**src/rtl/onewire_master_if.sv**
```systemverilog
// Command/response handshake and dq pad signals for the 1-Wire master.
// The "slave" modport is the onewire_master side; "master" is the sequencer/pad side.
interface onewire_master_if;
    logic       cmd_valid;
    logic       cmd_ready;
    logic [1:0] cmd_op;
    logic [7:0] cmd_data;
    logic       rsp_valid;
    logic [7:0] rsp_data;
    logic       rsp_presence;
    logic       busy;
    logic       dq_oe;
    logic       dq_in;

    modport master (
        output cmd_valid, cmd_op, cmd_data, dq_in,
        input  cmd_ready, rsp_valid, rsp_data, rsp_presence, busy, dq_oe
    );

    modport slave (
        input  cmd_valid, cmd_op, cmd_data, dq_in,
        output cmd_ready, rsp_valid, rsp_data, rsp_presence, busy, dq_oe
    );
endinterface

```
**src/rtl/onewire_master.sv**
```systemverilog
// Standard-speed 1-Wire bus master: bus reset with presence detect, byte write and
// byte read (LSB first), all timing derived from a free-running microsecond tick.
module onewire_master #(
    parameter int CLK_DIV     = 50,
    parameter int T_RST       = 480,
    parameter int T_PD_SAMPLE = 70,
    parameter int T_SLOT      = 60,
    parameter int T_REC       = 2,
    parameter int T_LOW1      = 6,
    parameter int T_RD_SAMPLE = 15
) (
    input logic             clk,
    input logic             rst_start,
    onewire_master_if.slave bus
);
    localparam int PW = (CLK_DIV > 1) ? $clog2(CLK_DIV) : 1;
    localparam int UW = $clog2(T_RST + T_SLOT + 1) + 1;

    localparam logic [1:0] OP_RST = 2'b00;
    localparam logic [1:0] OP_WR  = 2'b01;
    localparam logic [1:0] OP_RD  = 2'b10;

    typedef enum logic [2:0] {
        IDLE, RST_LOW, RST_WAIT, SLOT_LOW, SLOT_REL, SLOT_REC, DONE
    } state_e;

    state_e         state_q;
    logic [PW-1:0]  ps_q;
    logic [UW-1:0]  us_q;
    logic [2:0]     bit_q;
    logic [1:0]     op_q;
    logic [7:0]     wr_q;
    logic [7:0]     sh_q;
    logic           pd_q;
    logic           cmd_ready_q;
    logic           rsp_valid_q;
    logic [7:0]     rsp_data_q;
    logic           rsp_pres_q;
    logic           dq_oe_q;
    logic           dq_meta_q;
    logic           dq_sync_q;
    logic           tick;
    logic [UW-1:0]  low_end;

    assign tick    = (ps_q == PW'(CLK_DIV - 1));
    // Write-0 holds the line for the whole slot; write-1 and read only pulse it.
    assign low_end = (op_q == OP_RD || wr_q[bit_q]) ? UW'(T_LOW1 - 1) : UW'(T_SLOT - 1);

    always_ff @(posedge clk or posedge rst_start) begin
        if (rst_start) ps_q <= '0;
        else           ps_q <= tick ? '0 : ps_q + PW'(1);
    end

    // Idle level of a pulled-up bus is high.
    always_ff @(posedge clk or posedge rst_start) begin
        if (rst_start) begin
            dq_meta_q <= 1'b1;
            dq_sync_q <= 1'b1;
        end else begin
            dq_meta_q <= bus.dq_in;
            dq_sync_q <= dq_meta_q;
        end
    end

    always_ff @(posedge clk or posedge rst_start) begin
        if (rst_start) begin
            state_q     <= IDLE;
            cmd_ready_q <= 1'b1;
            rsp_valid_q <= 1'b0;
            rsp_data_q  <= 8'h00;
            rsp_pres_q  <= 1'b0;
            dq_oe_q     <= 1'b0;
            op_q        <= 2'b00;
            wr_q        <= 8'h00;
            sh_q        <= 8'h00;
            pd_q        <= 1'b0;
            us_q        <= '0;
            bit_q       <= 3'd0;
        end else begin
            case (state_q)
                IDLE: if (bus.cmd_valid) begin
                    op_q        <= bus.cmd_op;
                    wr_q        <= bus.cmd_data;
                    sh_q        <= 8'h00;
                    us_q        <= '0;
                    bit_q       <= 3'd0;
                    cmd_ready_q <= 1'b0;
                    case (bus.cmd_op)
                        OP_RST: begin
                            dq_oe_q <= 1'b1;
                            state_q <= RST_LOW;
                        end
                        OP_WR, OP_RD: begin
                            dq_oe_q <= 1'b1;
                            state_q <= SLOT_LOW;
                        end
                        default: begin
                            rsp_valid_q <= 1'b1;
                            state_q     <= DONE;
                        end
                    endcase
                end
                RST_LOW: if (tick) begin
                    if (us_q == UW'(T_RST - 1)) begin
                        us_q    <= '0;
                        dq_oe_q <= 1'b0;
                        state_q <= RST_WAIT;
                    end else begin
                        us_q <= us_q + UW'(1);
                    end
                end
                RST_WAIT: if (tick) begin
                    us_q <= us_q + UW'(1);
                    if (us_q == UW'(T_PD_SAMPLE - 1)) pd_q <= ~dq_sync_q;
                    if (us_q == UW'(T_RST - 1)) begin
                        rsp_valid_q <= 1'b1;
                        rsp_pres_q  <= pd_q;
                        state_q     <= DONE;
                    end
                end
                SLOT_LOW: if (tick) begin
                    us_q <= us_q + UW'(1);
                    if (us_q == low_end) begin
                        dq_oe_q <= 1'b0;
                        state_q <= SLOT_REL;
                    end
                end
                // us_q keeps counting from slot start so the sample point is slot-relative.
                SLOT_REL: begin
                    if (us_q >= UW'(T_SLOT)) begin
                        us_q    <= '0;
                        state_q <= SLOT_REC;
                    end else if (tick) begin
                        us_q <= us_q + UW'(1);
                        if (op_q == OP_RD && us_q == UW'(T_RD_SAMPLE - 1)) sh_q[bit_q] <= dq_sync_q;
                    end
                end
                SLOT_REC: if (tick) begin
                    if (us_q == UW'(T_REC - 1)) begin
                        us_q <= '0;
                        if (bit_q == 3'd7) begin
                            rsp_valid_q <= 1'b1;
                            if (op_q == OP_RD) rsp_data_q <= sh_q;
                            state_q <= DONE;
                        end else begin
                            bit_q   <= bit_q + 3'd1;
                            dq_oe_q <= 1'b1;
                            state_q <= SLOT_LOW;
                        end
                    end else begin
                        us_q <= us_q + UW'(1);
                    end
                end
                DONE: begin
                    rsp_valid_q <= 1'b0;
                    cmd_ready_q <= 1'b1;
                    state_q     <= IDLE;
                end
                default: state_q <= IDLE;
            endcase
        end
    end

    assign bus.cmd_ready    = cmd_ready_q;
    assign bus.busy         = ~cmd_ready_q;
    assign bus.rsp_valid    = rsp_valid_q;
    assign bus.rsp_data     = rsp_data_q;
    assign bus.rsp_presence = rsp_pres_q;
    assign bus.dq_oe        = dq_oe_q;
endmodule
```
**src/flat_wrapper.sv**
```systemverilog
// flat-port wrapper written by rule: the top's interface ports become plain ports
module onewire_master_flat 
#(
    parameter int CLK_DIV     = 50,
    parameter int T_RST       = 480,
    parameter int T_PD_SAMPLE = 70,
    parameter int T_SLOT      = 60,
    parameter int T_REC       = 2,
    parameter int T_LOW1      = 6,
    parameter int T_RD_SAMPLE = 15
)
  (clk, rst_start, bus_cmd_valid, bus_cmd_op, bus_cmd_data, bus_dq_in, bus_cmd_ready, bus_rsp_valid, bus_rsp_data, bus_rsp_presence, bus_busy, bus_dq_oe);
  onewire_master_if bus_i ();
  input logic clk;
  input logic rst_start;
  input wire logic [$bits(bus_i.cmd_valid)-1:0] bus_cmd_valid;
  input wire logic [$bits(bus_i.cmd_op)-1:0] bus_cmd_op;
  input wire logic [$bits(bus_i.cmd_data)-1:0] bus_cmd_data;
  input wire logic [$bits(bus_i.dq_in)-1:0] bus_dq_in;
  output wire logic [$bits(bus_i.cmd_ready)-1:0] bus_cmd_ready;
  output wire logic [$bits(bus_i.rsp_valid)-1:0] bus_rsp_valid;
  output wire logic [$bits(bus_i.rsp_data)-1:0] bus_rsp_data;
  output wire logic [$bits(bus_i.rsp_presence)-1:0] bus_rsp_presence;
  output wire logic [$bits(bus_i.busy)-1:0] bus_busy;
  output wire logic [$bits(bus_i.dq_oe)-1:0] bus_dq_oe;
  assign bus_i.cmd_valid = bus_cmd_valid;
  assign bus_i.cmd_op = bus_cmd_op;
  assign bus_i.cmd_data = bus_cmd_data;
  assign bus_i.dq_in = bus_dq_in;
  assign bus_cmd_ready = bus_i.cmd_ready;
  assign bus_rsp_valid = bus_i.rsp_valid;
  assign bus_rsp_data = bus_i.rsp_data;
  assign bus_rsp_presence = bus_i.rsp_presence;
  assign bus_busy = bus_i.busy;
  assign bus_dq_oe = bus_i.dq_oe;
  onewire_master #(.CLK_DIV(CLK_DIV), .T_RST(T_RST), .T_PD_SAMPLE(T_PD_SAMPLE), .T_SLOT(T_SLOT), .T_REC(T_REC), .T_LOW1(T_LOW1), .T_RD_SAMPLE(T_RD_SAMPLE)) u_core (.clk(clk), .rst_start(rst_start), .bus(bus_i));
endmodule
```
**config.mk**
```make
export PLATFORM = sky130hd
export DESIGN_NAME = onewire_master_flat
export DESIGN_NICKNAME = d
export VERILOG_FILES = /design/src/rtl/onewire_master_if.sv /design/src/rtl/onewire_master.sv /design/src/flat_wrapper.sv
export SDC_FILE = /design/constraint.sdc
export NUM_CORES = 1
export LEC_CHECK = 0
export ABC_AREA = 1
export CORE_MARGIN = 4
export CORE_UTILIZATION = 40
export CTS_CLUSTER_DIAMETER = 30
export DETAILED_ROUTE_END_ITERATION = 8
export MAX_ROUTING_LAYER = met4
export PLACE_DENSITY = 0.68
export SLEW_MARGIN = 20
export SYNTH_ARGS = -nofsm -noshare
export SYNTH_HDL_FRONTEND = slang
export SYNTH_SLANG_ARGS = --single-unit
```
**constraint.sdc**
```tcl
create_clock -name clk -period 3.4 [get_ports clk]
set_input_delay 0.68 -clock clk [delete_from_list [all_inputs] [get_ports clk]]
set_output_delay 0.68 -clock clk [all_outputs]
set_load 0.01 [all_outputs]
```
== After elaboration in Yosys (flattened, before gate mapping) ==
Cells that the tools add are included.
Widths: inputs -> output; s select.

* Input bits: 14
* Bits in latches: 0
* Output and inout port bits: 13
* Memories kept: 0
* Bits in writable memories: 0
* Bits in registers: 56
* Memory bits (read-only): 0
* Logic and storage cells: 139

* $mul: 0
* Order comparisons: 3
* Div/mod/pow operators: 0
* Multiplexer cells: 58
* Bitwise operators: 2
* Add/sub/neg operators: 3
* Eq/ne operators: 33
* Shift-type cells: 0
* Reduce and logical (&&, ||, !) cells: 25

{| class="wikitable"
|+ Operator list
! kind !! count
|-
| $mux 11 || 7
|-
| $pmux 11 s5 || 1
|-
| $mux 3 || 15
|-
| $mux 8 || 4
|-
| $ne 2x1->1 const B || 12
|-
| $reduce_and 10->1 || 2
|-
| $mux 1 || 19
|-
| $pmux 3 s6 || 1
|-
| $pmux 8 s2 || 1
|-
| $reduce_and 5->1 || 3
|-
| $eq 3x3->1 const B || 4
|-
| $mux 6 || 2
|-
| $pmux 3 s2 || 2
|-
| $add 11x1->11 const B || 1
|-
| $eq 11x1->1 const B || 1
|-
| $eq 11x11->1 || 1
|-
| $eq 11x4->1 const B || 1
|-
| $eq 11x7->1 const B || 1
|-
| $eq 11x9->1 const B || 1
|-
| $ge 11x6->1 const B || 1
|-
| $ne 2x2->1 const B || 5
|-
| $bwmux 8 || 1
|-
| $pmux 1 s4 || 2
|-
| $reduce_and 8->1 || 1
|-
| 25 further kinds || 35
|}

== Logic depth before layout (Yosys ltp) ==
Gate-level depths: netlist (run 1).

* Word-level depth: 9
* Mapped depth: 14

== Least setup slack after synthesis (run 1) ==
OpenSTA, ideal clock, no wires.

* Path type: flip-flop to flip-flop
* From: register u_core.ps_q[1]
* To: register u_core.state_q[2]
* Cell stages (with the launch flop): 12
* Data required time: 3.283 ns
* Path buffers: 0
* Path slack: 1.752 ns
* Library setup time: 0.117 ns
* Clock period less this slack: 1.648 ns
* Arrival time: 1.530 ns
* Path through: dfrtp_1 inv_1 ha_1 nand3_1 nor2_4 nor2_2 nor2_1 nand3_1 nor2_2 nand2_1 nand2_1 nand2_1

* Word-level cells in the longest chain between the ends: 3
* Elaborated cells on any way between the ends: 6
* Classes of those cells: 5 x eq/ne; 1 x reduce/logical

{| class="wikitable"
|+ Ends and longest elaborated chain
! what !! line !! text
|-
| start: declaration || onewire_master.sv:28 || <nowiki>logic [PW-1:0] ps_q;</nowiki>
|-
| start signal: assignment || onewire_master.sv:51 || <nowiki>else ps_q <= tick ? '0 : ps_q + PW'(1);</nowiki>
|-
| $eq 6x6->1 (*) || onewire_master.sv:45 || <nowiki>assign tick = (ps_q == PW'(CLK_DIV - 1));</nowiki>
|-
| $ne 2x1->1 (no line) || - ||
|-
| $reduce_and 10->1 (no line) (*) || - ||
|-
| end signal: assignment || onewire_master.sv:67 || <nowiki>state_q <= IDLE;</nowiki>
|-
| end signal: assignment || onewire_master.sv:91 || <nowiki>state_q <= RST_LOW;</nowiki>
|-
| end signal: assignment || onewire_master.sv:95 || <nowiki>state_q <= SLOT_LOW;</nowiki>
|-
| end: declaration || onewire_master.sv:27 || <nowiki>state_e state_q;</nowiki>
|}

Every way passes the cells marked *; elsewhere a longest branch is shown, timed or not.
A chain may end at the register's enable or synchronous reset.

== Worst setup path in the final report (run 1) ==
* From: register u_core.ps_q[1]
* To: register u_core.rsp_data_q[2] (netlist: u_core.bus.rsp_data[2])

* Word-level cells in the longest chain between the ends: 2

{| class="wikitable"
|+ Ends and longest elaborated chain
! what !! line !! text
|-
| $eq 6x6->1 || onewire_master.sv:45 ||
|-
| $reduce_and 5->1 (no line) || - ||
|-
| end signal: assignment || onewire_master.sv:143 || <nowiki>if (op_q == OP_RD) rsp_data_q <= sh_q;</nowiki>
|-
| end: declaration || onewire_master.sv:37 || <nowiki>logic [7:0] rsp_data_q;</nowiki>
|}

No other way between the ends.

==> results.txt, run 1 <==
----------------------------------------------------
[Outcome]
  Result of the run ... completed

[Die]
  Starting utilization of the core area ... 41.0%
  Overall die height ... 99.5 µm
  Number of cell rows ... 33
  Die width ... 99.5 µm
  Number of primary I/O pins ... 27
  Core area ... 8180 µm²
  Die Area ... 9900 µm²

[Clock network]
  Post-cts repair resize count ... 0
  # hold bufs at CTS ... 0
  # H-tree levels ... 2
  Postcts setup bufs ... 0
  Clock sink count ... 56
  CTS tree ... built
  Number of clock buffers inserted by TritonCTS ... 5
  Clock-pin transition on the worst setup and hold timing paths ... 0.10 ns
  Clk Latency, worst-skew pair ... 0.31 ns
  CTS Buffer Depth ... 2
  Cell at the root of the clock tree ... clkbuf_8

[Global routing]
  Wire length of the first global-routing pass ... 12600 µm
  Congestion Overflow GR ... 0
  Largest net degree at the start of global routing ... 36
  Number of global-route vias before repair ... 2808
  Antenna violations before repair ... 0
  Total routing usage reported by global routing ... 15.6%

[Routing]
  Number of DRC markers after the initial detailed-route iteration ... 203
  Via total after detailed routing ... 2953
  Average routed wire per standard cell ... 12.3 µm
  Detailed Routing Iterations Pass 1 ... 4
  Routed Wire Length ... 7220 µm
  Number of DRC violations after detailed routing ... 0
  Number of antenna-violating nets in the routed design ... 0
  Average vias per placed instance ... 5.04

[Hold path]
  Destination of the worst hold path ... u_core.dq_sync_q$_DFF_PP1_
  Min-delay worst type ... reg2reg
  WHS Path Cells ... 0
  Worst hold path startpoint ... u_core.dq_meta_q$_DFF_PP1_

[STA]
  Final hold vios ... 0
  Setup_tns ... 0 ns
  Worst path setup slack after routing ... 1.22 ns
  Worst max-slew margin expressed relative to the limit ... 53.3%
  Final max-slew violation count ... 0
  Transition time at the pin with the least slew margin ... 0.699 ns
  Setup repair after global routing missed its margin ... false
  Max Clock Skew ... 0.00905 ns
  Final setup violating endpoints ... 0
  Hold WS ... 0.362 ns
  Min Clock Period, post-route ... 2.18 ns
  Fraction of the cycle the final worst path needs ... 64.0%
  Fmax ... 0.460 GHz

[Layout]
  Antenna diode count ... 0
  Fraction of layout cells with a size suffix above 1 ... 12.1%
  Total Nets Final ... 502
  Synthesis-to-layout area growth ... 13.0%

[Placed design]
  Weighted congestion at the end of routability-driven global placement ... 0.928
  Setup WS pre-CTS ... 1.09 ns
  Post-detail-place hpwl ... 5480 µm
  I/O Buffers ... 26

[Worst setup path]
  Worst setup slack for register-to-register paths ... 1.22 ns
  Capture point of the worst reg-to-reg path ... u_core.bus.rsp_data[2]$_DFFE_PP0P_
  Category of the critical setup timing path ... reg2reg
  Worst-path maximum fanout ... 16
  Sort of element at the end of the critical path ... register
  Element type at the critical path start ... register
  Critical register-to-register path startpoint ... u_core.ps_q[1]$_DFF_PP0_
  Critical path data arrival time ... 2.37 ns
  Worst reg2reg path depth ... 9
  WP data required ... 3.59 ns

[Synthesis]
  Area of the mapped netlist ... 3350 µm²
  Per-instance average area after synthesis ... 7.39 µm²
  Simple-gate portion of the synthesized area ... 35.1%
  Post-Synth XOR/XNOR Area ... 0.785%
  Combinational family with the most area after synthesis ... simple AND/OR/NAND/NOR gates
  Syn. warnings ... 0
  Adder and majority gate portion of the synthesized area ... 2.99%
  Portion of netlist area occupied by mux cells ... 0.299%
  Library cells used by synthesis ... 33
  Sequential share of the synthesized area ... 42.0%
  Number of synthesized register bits ... 56
  Syn Nets ... 475
  Fraction of the mapped netlist area in compound gates ... 9.64%
  Post-Synthesis Cells ... 453

[Flow run]
  Count of maximum capacitance violations ... 0

[Power]
  Overall power consumption ... 0.00240 W
  Leakage power of the design ... 1.85 nW
  PD cells ... 634 nW/µm²
  Worst voltage drop across the vdd grid ... 0.000416 V

----------------------------------------------------
==> cell usage after synthesis (all sizes together) <==
library cell  instances  share of area, %
buf                   9               2.1
a21boi                1              0.22
ha                    8               3.0
nand3b                4               1.1
xor2                  3              0.78
o22a                  1              0.26
nor4                  2              0.37
dfrtp                53                40
mux2i                 1              0.30
nor2                 59               7.5
a21oi                 9               1.7
nand3                47               7.0
o21ai                42               7.3
or2                   1              0.19
nand2               128                15
o22ai                 1              0.19
nand4                 4              0.75
nor3                 12               2.4
dfstp                 3               2.4
and3                  1              0.19
inv                  64               7.2
==> stage by stage <==
| stage | utilization [%] | cell area, µm² | std cells |
|---|---|---|---|
| 2_1_floorplan | - | 3350 | 453 |
| 3_3_place_gp | 45.2 | 3690 | 578 |
| 3_5_place_dp | 45.2 | 3690 | 578 |
| 4_1_cts | 46.3 | 3780 | 586 |
| 5_1_grt | 46.3 | 3780 | 586 |
| 6_report | 46.3 | 3780 | 586 |
==> cells in the final DEF (no fill, tap or decap), types with 4 or more instances in the layout <==
| cell type | count |
|---|---|
| clkbuf_8 | 5 |
| nand3_1 | 47 |
| dfrtp_1 | 53 |
| o21ai_2 | 9 |
| a21oi_1 | 6 |
| nor3_1 | 9 |
| nand2_2 | 9 |
| clkdlybuf4s50_1 | 26 |
| nor2_2 | 6 |
| nand2_1 | 117 |
| nand4_1 | 4 |
| ha_1 | 8 |
| nor2_1 | 51 |
| o21ai_0 | 31 |
| inv_2 | 8 |
| inv_1 | 56 |
==> power by group <==
| group | leakage, nW | total [W] | internal (W) | switching (W) |
|---|---|---|---|---|
| combinational | 1.08 | 0.00112 | 0.000368 | 0.000751 |
| sequential | 0.730 | 0.000904 | 0.000791 | 0.000112 |
| clock | 0.0445 | 0.000377 | 0.000147 | 0.000230 |
| total | 1.85 | 0.00240 | 0.00131 | 0.00109 |
==> cell type report <==
class / instances / area [µm²]
tap: 105 / 131
sequential: 56 / 1410
timing repair buffer: 29 / 283
inverter: 64 / 240
multi-input combinational: 324 / 1630
clock buffer: 5 / 68.8
clock inverter: 3 / 21.3
fill: 826 / 4390
==> critical path, stage by stage (launching register included) <==
cell and delay [ns]:
dfrtp_1 0.41, inv_1 0.06, ha_1 0.13, nand3_1 0.10, nor2_4 0.34, inv_1 0.17
nor3_2 0.22, nand3b_2 0.37, nand2_1 0.19, o21ai_2 0.06
==> registers in the layout (all words and copies together), names as in the netlist, 2 cells and up <==
register / flops
u_core.us_q: 11
u_core.state_q: 3
u_core.sh_q: 8
u_core.bus.rsp_data: 8
u_core.ps_q: 6
u_core.op_q: 2
u_core.bit_q: 3
u_core.wr_q: 8
==> metal layers <==
metal	routed length [µm]	GRT usage [%]	share of wire [%]
met1	3520	21.5	49
met3	337	2.03	4.7
met4	91	4.31	1.3
met2	3260	24.4	45
met5	0	-	0
==> kinds of logic (layout without fill, tap and decap cells) <==
kind of cell	after synthesis	after routing
multiplexers	1	1
buffers and inverters	73	101
adder cells (fa/ha/maj)	8	8
XOR/XNOR	3	3
AND/OR/NAND/NOR	258	258
flip-flops	56	56
AO/OA/AOI/OAI	54	54
==> worst max-delay path by stage <==
stage	startpoint	cells past startpoint	endpoint	slack (ns)
after CTS	u_core.ps_q[1]$_DFF_PP0_	9	u_core.bus.rsp_data[7]$_DFFE_PP0P_	1.20
after global placement	bus_cmd_valid	8	u_core.sh_q[1]$_DFFE_PP0P_	1.17
after global routing	u_core.ps_q[1]$_DFF_PP0_	9	u_core.sh_q[2]$_DFFE_PP0P_	1.03
final	u_core.ps_q[1]$_DFF_PP0_	9	u_core.bus.rsp_data[2]$_DFFE_PP0P_	1.22
after detailed placement	bus_cmd_valid	8	u_core.sh_q[5]$_DFFE_PP0P_	1.09
after floorplan	rst_start	1	u_core.bit_q[0]$_DFFE_PP0P_	1.35
(Power assumes the default switching activity.)
==> inputs of run 2 (changes only) <==
PLACE_DENSITY = 0.71   (was 0.68)
clock period = 2 ns   (was 3.4 ns; I/O delays follow)
==> results.txt, run 2 (same netlist as run 1, synthesis figures left out) <==
----------------------------------------------------
[Die]
  Number of cell rows ... 33 (unchanged)
  Core area ... 8180 µm² (unchanged)
  Number of primary I/O pins ... 27 (unchanged)
  Die Area ... 9900 µm² (unchanged)
  Starting utilization of the core area ... 41.0% (unchanged)
  Die width ... 99.5 µm (unchanged)
  Overall die height ... 99.5 µm (unchanged)

[Power]
  Worst voltage drop across the vdd grid ... 0.000686 V (+65%)
  Net switching fraction of the power ... 43.3% (-2.2 points)
  Switching power summed over all nets ... 0.00192 W (+75%)
  Combinational share of power ... 48.6% (+2.0 points)
  Pint ... 0.00251 W (+92%)
  Part of the power in registers ... 34.1% (-3.6 points)
  PD cells ... 1110 nW/µm² (+75%)
  Clock share of power ... 17.3% (+1.6 points)
  Leakage power of the design ... 1.97 nW (+6.1%)

[STA]
  Fmax ... 0.532 GHz (+16%)
  Min Clock Period, post-route ... 1.88 ns (-0.295 ns)
  Fraction of the cycle the final worst path needs ... 94.1% (+30 points)
  Worst path setup slack after routing ... 0.119 ns (-1.11 ns)
  Final hold vios ... 0 (unchanged)
  Transition time at the pin with the least slew margin ... 0.407 ns (-0.292 ns)
  Final setup violating endpoints ... 0 (unchanged)
  Max Clock Skew ... 0.0106 ns (+0.00159 ns)
  Worst max-slew margin expressed relative to the limit ... 72.6% (+19 points)
  Final max-slew violation count ... 0 (unchanged)
  Setup repair after global routing missed its margin ... true
  Hold WS ... 0.363 ns (+0.000445 ns)
  Setup_tns ... 0 ns (unchanged)

[Worst setup path]
  Delay of the slowest cell on the worst path ... 0.42 ns (about the same)
  Cell type with the highest occurrence count on the critical path ... nor2_1
  Kind of cell adding the most delay to the critical path ... simple AND/OR/NAND/NOR gates
  Category of the critical setup timing path ... reg2reg
  Cell with the biggest individual delay on the critical path ... dfrtp_1
  Critical path buffers and inverters ... 0 (-2)
  Critical path data arrival time ... 2.08 ns (-0.29 ns)
  Worst setup slack for register-to-register paths ... 0.12 ns (-1.11 ns)
  WP data required ... 2.20 ns (-1.39 ns)
  Element type at the critical path start ... register
  CP cell instances ... or2_1 -> nor2_4 -> nor2_2 -> nor2_1 -> nand3b_2 -> nor2_1 -> o21ai_0
  Worst-path maximum fanout ... 9 (-7)
  Sort of element at the end of the critical path ... register

[Routing]
  Via total after detailed routing ... 2974 (+0.71%)
  Average routed wire per standard cell ... 12.6 µm (+2.3%)
  Detailed Routing Iterations Pass 1 ... 4 (unchanged)
  Number of DRC markers after the initial detailed-route iteration ... 159 (-22%)
  Number of antenna-violating nets in the routed design ... 0 (unchanged)
  Met3 Wirelength ... 262 µm (-22%)
  Number of DRC violations after detailed routing ... 0 (unchanged)
  Uppermost layer routed ... met4
  Average vias per placed instance ... 4.93 (-2.1%)
  Met2 WL ... 3550 µm (+8.6%)
  Routed Wire Length ... 7590 µm (+5.2%)
  Post-route met1 wirelength ... 3670 µm (+4.3%)

[Layout]
  Final std cells w/o fill ... 603 (+2.9%)
  Antenna diode count ... 0 (unchanged)
  Fraction of layout cells with a size suffix above 1 ... 15.7% (+3.6 points)
  Total Nets Final ... 519 (+3.4%)
  Synthesis-to-layout area growth ... 18.9%
  Max FFs per register ... 11 (unchanged)
  Finished layout cell area ... 3980 µm² (+5.3%)
  Most common library cell in the layout ignoring fill and taps ... nand2_1
  Largest register by flop count ... u_core.us_q
  Most frequent cells in the layout ... nand2_1 (116), inv_1 (56), dfrtp_1 (52), nor2_1 (51), nand3_1 (46)

[Placed design]
  Placed instance area ... 3820 µm² (+3.5%)
  Weighted congestion at the end of routability-driven global placement ... 0.878 (-5.3%)
  DP Cell Count ... 592 (+2.4%)
  Setup WS pre-CTS ... 0.0688 ns (-1.02 ns)
  I/O Buffers ... 26 (unchanged)
  Post-detail-place hpwl ... 5830 µm (+6.3%)

[Global routing]
  Number of global-route vias before repair ... 2860 (+1.9%)
  Congestion Overflow GR ... 0 (unchanged)
  Largest net degree at the start of global routing ... 23 (-36%)
  Antenna violations before repair ... 0 (unchanged)
  Total routing usage reported by global routing ... 16.7% (+1.0 points)
  Wire length of the first global-routing pass ... 13100 µm (+4.6%)

[Clock network]
  Clk Latency, worst-skew pair ... 0.31 ns (about the same)
  Clock-pin transition on the worst setup and hold timing paths ... 0.11 ns (about the same)
  Cell at the root of the clock tree ... clkbuf_8
  Number of clock buffers inserted by TritonCTS ... 5 (unchanged)
  CTS tree ... built
  # hold bufs at CTS ... 0 (unchanged)
  CTS Buffer Depth ... 2 (unchanged)
  Clock sink count ... 56 (unchanged)
  # H-tree levels ... 2 (unchanged)

[Hold path]
  Min-delay worst type ... reg2reg

[Flow run]
  Count of maximum capacitance violations ... 0 (unchanged)

[Outcome]
  Result of the run ... completed

----------------------------------------------------
-- run 2: layer usage --
metal / up-vias / track usage, %
li1: 1524 / -
met1: 1373 / 22.5
met2: 66 / 26.3
met3: 11 / 2.45
met4: 0 / 4.52
met5: - / -
-- run 2: cell type report --
type | instances | area [µm²]
Clock buffer | 6 | 72.6
Clock inverter | 2 | 38.8
Fill cell | 824 | 4190
Inverter | 64 | 240
Multi-Input combinational cell | 324 | 1650
Sequential cell | 56 | 1410
Tap cell | 105 | 131
Timing Repair Buffer | 46 | 443
-- run 2: worst paths after layout --
path	startpoint	endpoint	depth (start not counted)
min	u_core.dq_meta_q$_DFF_PP1_	u_core.dq_sync_q$_DFF_PP1_	0
max	u_core.ps_q[2]$_DFF_PP0_	u_core.us_q[1]$_DFFE_PP0P_	7
max in group asynchronous	rst_start	u_core.bus.cmd_ready$_DFFE_PP1P_	3
min in group asynchronous	rst_start	u_core.us_q[6]$_DFFE_PP0P_	2
min reg2reg	u_core.dq_meta_q$_DFF_PP1_	u_core.dq_sync_q$_DFF_PP1_	0
max reg2reg	u_core.ps_q[2]$_DFF_PP0_	u_core.us_q[1]$_DFFE_PP0P_	7
-- run 2: repair_timing --
item | CTS | global route
setup buffers | 0 | 3
resized for setup | 0 | 7
setup endpoints to repair | 0 | 30
-- run 2: worst register-to-register path, delay by kind of cell (launching register included) --
family / cells / cell delay, ns
flops: 1 / 0.42
compound gates: 1 / 0.10
simple gates: 6 / 1.27
-- run 2: power groups by stage --
stage | Combinational, W | Clock (W) | Sequential [W]
after global placement | 0.00206 | 0 | 0.00153
after global routing | 0.00242 | 0.000821 | 0.00153
after detailed placement | 0.00207 | 0 | 0.00153
after floorplan | 0.00142 | 0 | 0.00151
final | 0.00215 | 0.000763 | 0.00151
after CTS | 0.00208 | 0.000783 | 0.00151
-- run 2: through the flow --
step	util (%)	power [W]
CTS	48.1	0.00437
global route	48.7	0.00478
finish	48.7	0.00442
floorplan	-	0.00293
detailed placement	46.8	0.00359
global placement	46.8	0.00358
==> inputs of run 3 (changes only) <==
ABC_AREA = default   (was 1)
RECOVER_POWER = 50   (was default)
==> results.txt, run 3 <==
----------------------------------------------------
[Routing]
  Average routed wire per standard cell ... 17.0 µm (+35%)
  Routed Wire Length ... 8980 µm (+18%)
  Detailed Routing Iterations Pass 1 ... 4 (unchanged)
  Average vias per placed instance ... 5.75 (+17%)
  Number of DRC markers after the initial detailed-route iteration ... 161 (+1.3%)
  Number of DRC violations after detailed routing ... 0 (unchanged)
  Via total after detailed routing ... 3036 (+2.1%)
  Number of antenna-violating nets in the routed design ... 0 (unchanged)

[Synthesis]
  Number of flops mapped to enable cells by yosys ... 0 (unchanged)
  Post-Synthesis Cells ... 331 (-27%)
  Number of synthesized register bits ... 56 (unchanged)
  Share of the synthesized area in the top cell type ... 42.1% (+2.5 points)
  Syn. warnings ... 0 (unchanged)
  Post-synthesis async set-or-reset flop share ... 100% (unchanged)
  Most frequently used cell type in the post-synthesis netlist ... dfrtp_1
  Sequential share of the synthesized area ... 44.6% (+2.6 points)
  Most frequent cells after synthesis ... dfrtp_1 (53), nor2_1 (27), o21ai_0 (26)
  Area of the mapped netlist ... 3150 µm² (-5.8%)
  Syn Nets ... 353 (-26%)
  Post-synth top flop ... dfrtp_1
  Library cells used by synthesis ... 57 (+73%)
  Largest area contributor in the netlist ... dfrtp_1
  Ranking of synthesized cells by area ... dfrtp_1 (42%), mux2_2 (6.8%), o21ai_0 (4.1%)
  Per-instance average area after synthesis ... 9.53 µm² (+29%)

[STA]
  Max Clock Skew ... 0.0150 ns (+0.00440 ns)
  Fmax ... 0.464 GHz (-13%)
  Final hold vios ... 0 (unchanged)
  Min Clock Period, post-route ... 2.15 ns (+0.272 ns)
  Transition time at the pin with the least slew margin ... 1.41 ns (+0.998 ns)
  Worst path setup slack after routing ... -0.154 ns (-0.272 ns)
  Setup repair after global routing missed its margin ... true
  Hold WS ... 0.370 ns (+0.00758 ns)
  Fraction of the cycle the final worst path needs ... 108% (+14 points)
  Worst max-slew margin expressed relative to the limit ... 6.33% (-66 points)
  Final max-slew violation count ... 0 (unchanged)
  Final setup violating endpoints ... 17 (+17)

[Worst setup path]
  Beginning of the critical path ... u_core.us_q[8]$_DFFE_PP0P_
  CP cell instances ... or4_4 -> o41ai_4 -> nand2_2 -> a21oi_4 -> buf_6 -> buf_6 -> nand2_1 -> a31oi_1
  Cell with the biggest individual delay on the critical path ... or4_4
  Sort of element at the end of the critical path ... register
  Worst reg2reg path depth ... 8 (+1)
  WP data required ... 2.23 ns (+0.03 ns)
  Cell type with the highest occurrence count on the critical path ... buf_6
  Worst setup slack for register-to-register paths ... -0.15 ns (-0.27 ns)
  Critical register-to-register path startpoint ... u_core.us_q[8]$_DFFE_PP0P_
  Element type at the critical path start ... register
  Delay of the slowest cell on the worst path ... 0.55 ns (+0.13 ns)
  Category of the critical setup timing path ... reg2reg
  Worst setup endpoint ... u_core.us_q[5]$_DFFE_PP0P_
  Worst-path maximum fanout ... 4 (-5)
  Capture point of the worst reg-to-reg path ... u_core.us_q[5]$_DFFE_PP0P_
  Critical path data arrival time ... 2.38 ns (+0.30 ns)

[Global routing]
  Number of global-route vias before repair ... 3001 (+4.9%)
  Congestion Overflow GR ... 0 (unchanged)
  Wire length of the first global-routing pass ... 14400 µm (+9.7%)
  Antenna violations before repair ... 0 (unchanged)
  Total routing usage reported by global routing ... 18.9% (+2.2 points)
  Largest net degree at the start of global routing ... 57 (+150%)

[Layout]
  Largest register by flop count ... u_core.us_q
  Total Nets Final ... 447 (-14%)
  Fraction of layout cells with a size suffix above 1 ... 41.8% (+26 points)
  Most common library cell in the layout ignoring fill and taps ... buf_4
  Utilization of the core after routing ... 59.4% (+11 points)
  Finished layout cell area ... 4570 µm² (+15%)
  Final std cells w/o fill ... 528 (-12%)
  Synthesis-to-layout area growth ... 44.9%
  Antenna diode count ... 0 (unchanged)
  Max FFs per register ... 11 (unchanged)
  Most frequent cells in the layout ... buf_4 (74), dfrtp_1 (50), clkdlybuf4s50_1 (25), nor2_1 (24), nand2_1 (21)

[Die]
  Die width ... 96.8 µm (-2.7%)
  Core area ... 7690 µm² (-6.0%)
  Overall die height ... 96.8 µm (-2.7%)
  Starting utilization of the core area ... 41.0% (+0.061 points)
  Die Area ... 9370 µm² (-5.4%)
  Number of cell rows ... 32 (-3.0%)
  Number of primary I/O pins ... 27 (unchanged)

[Clock network]
  Clock-pin transition on the worst setup and hold timing paths ... 0.11 ns (about the same)
  CTS Buffer Depth ... 2 (unchanged)
  CTS tree ... built
  Cell at the root of the clock tree ... clkbuf_8
  Clock sink count ... 56 (unchanged)
  Clk Latency, worst-skew pair ... 0.31 ns (about the same)
  # hold bufs at CTS ... 0 (unchanged)
  Number of clock buffers inserted by TritonCTS ... 5 (unchanged)
  # H-tree levels ... 2 (unchanged)

[Power]
  PD cells ... 1290 nW/µm² (+16%)
  Worst voltage drop across the vdd grid ... 0.000805 V (+17%)
  Leakage power of the design ... 1.94 nW (-1.2%)

[Placed design]
  Post-detail-place hpwl ... 6070 µm (+4.1%)
  DP Cell Count ... 508 (-14%)
  Weighted congestion at the end of routability-driven global placement ... 0.947 (+7.8%)
  Placed instance area ... 4040 µm² (+5.8%)
  I/O Buffers ... 26 (unchanged)

[Outcome]
  Result of the run ... complete, but fails checks
  Violated checks ... setup timing

[Hold path]
  Min-delay worst type ... reg2reg

[Flow run]
  Count of maximum capacitance violations ... 0 (unchanged)

----------------------------------------------------
-- run 3: changes by cell type in the layout (fill, tap and decap cells not counted), sizes merged, moves of 17 or more --
cell,delta
nand2,-104
mux2,+19
nand3,-32
a31oi,+17
inv,-55
nor2,-32
buf,+63
-- run 3: power by group --
part / switching [W] / leakage (nW) / internal, W
Clock: 0.000379 / 0.0414 / 0.000250
Combinational: 0.00190 / 1.19 / 0.00168
Sequential: 0.000241 / 0.711 / 0.00144
Total: 0.00252 / 1.94 / 0.00337
-- run 3: metal layers --
layer	share of wire, %	wire, µm	up-vias	GRT usage [%]
met2	50	4490	103	29.7
met5	0	0	-	-
met4	2.1	190	0	7.88
met3	5.2	466	18	3.68
met1	43	3830	1504	23.9
li1	-	-	1411	-
-- run 3: cells by family after synthesis --
kind of cell / share of synthesized area [%]
and+or+nand+nor: 18.3
AOI/OAI and AO/OA: 20.0
DFF: 44.6
buffers and inverters: 4.84
muxes: 8.06
adders and majority gates: 3.17
xor gates and xnor gates: 1.11
-- run 3: through the flow --
| stage | total power (W) | setup TNS, ns | worst slack (ns) |
|---|---|---|---|
| after floorplan | 0.00341 | -0.531 | -0.137 |
| after detailed placement | 0.00450 | -2.55 | -0.286 |
| after global routing | 0.00628 | -4.26 | -0.266 |
| final | 0.00589 | -1.39 | -0.154 |
| after global placement | 0.00437 | -1.32 | -0.132 |
| after CTS | 0.00540 | -1.22 | -0.166 |
-- run 3: area by class of cell --
| cell class | count | area [µm²] |
|---|---|---|
| Multi-Input combinational cell | 240 | 1980 |
| Clock inverter | 2 | 16.3 |
| Inverter | 12 | 45.0 |
| Tap cell | 102 | 128 |
| Sequential cell | 56 | 1410 |
| Clock buffer | 6 | 72.6 |
| Timing Repair Buffer | 110 | 922 |
| Fill cell | 622 | 3120 |
-- run 3: what timing repair did --
action	in CTS	in global routing
endpoints found under the setup margin	27	36
setup buffers	7	7
pin swaps	20	11
resized for setup	36	50
endpoints found under the hold margin	0	0
-- run 3: how the worst min path moves through the flow --
stage | end | cells past startpoint | slack [ns] | start
after global routing | u_core.dq_sync_q$_DFF_PP1_ | 0 | 0.39 | u_core.dq_meta_q$_DFF_PP1_
after floorplan | u_core.dq_sync_q$_DFF_PP1_ | 0 | 0.35 | u_core.dq_meta_q$_DFF_PP1_
after detailed placement | u_core.dq_sync_q$_DFF_PP1_ | 0 | 0.35 | u_core.dq_meta_q$_DFF_PP1_
after global placement | u_core.dq_sync_q$_DFF_PP1_ | 0 | 0.35 | u_core.dq_meta_q$_DFF_PP1_
after CTS | u_core.dq_sync_q$_DFF_PP1_ | 0 | 0.38 | u_core.dq_meta_q$_DFF_PP1_
final | u_core.dq_sync_q$_DFF_PP1_ | 0 | 0.37 | u_core.dq_meta_q$_DFF_PP1_
-- run 3: critical path, delay by kind of cell (launching register included) --
kind / cells / cell delay [ns]
AND/OR/NAND/NOR: 3 / 0.75
AO/OA/AOI/OAI: 3 / 0.61
flip-flops: 1 / 0.46
buffers and inverters: 2 / 0.25
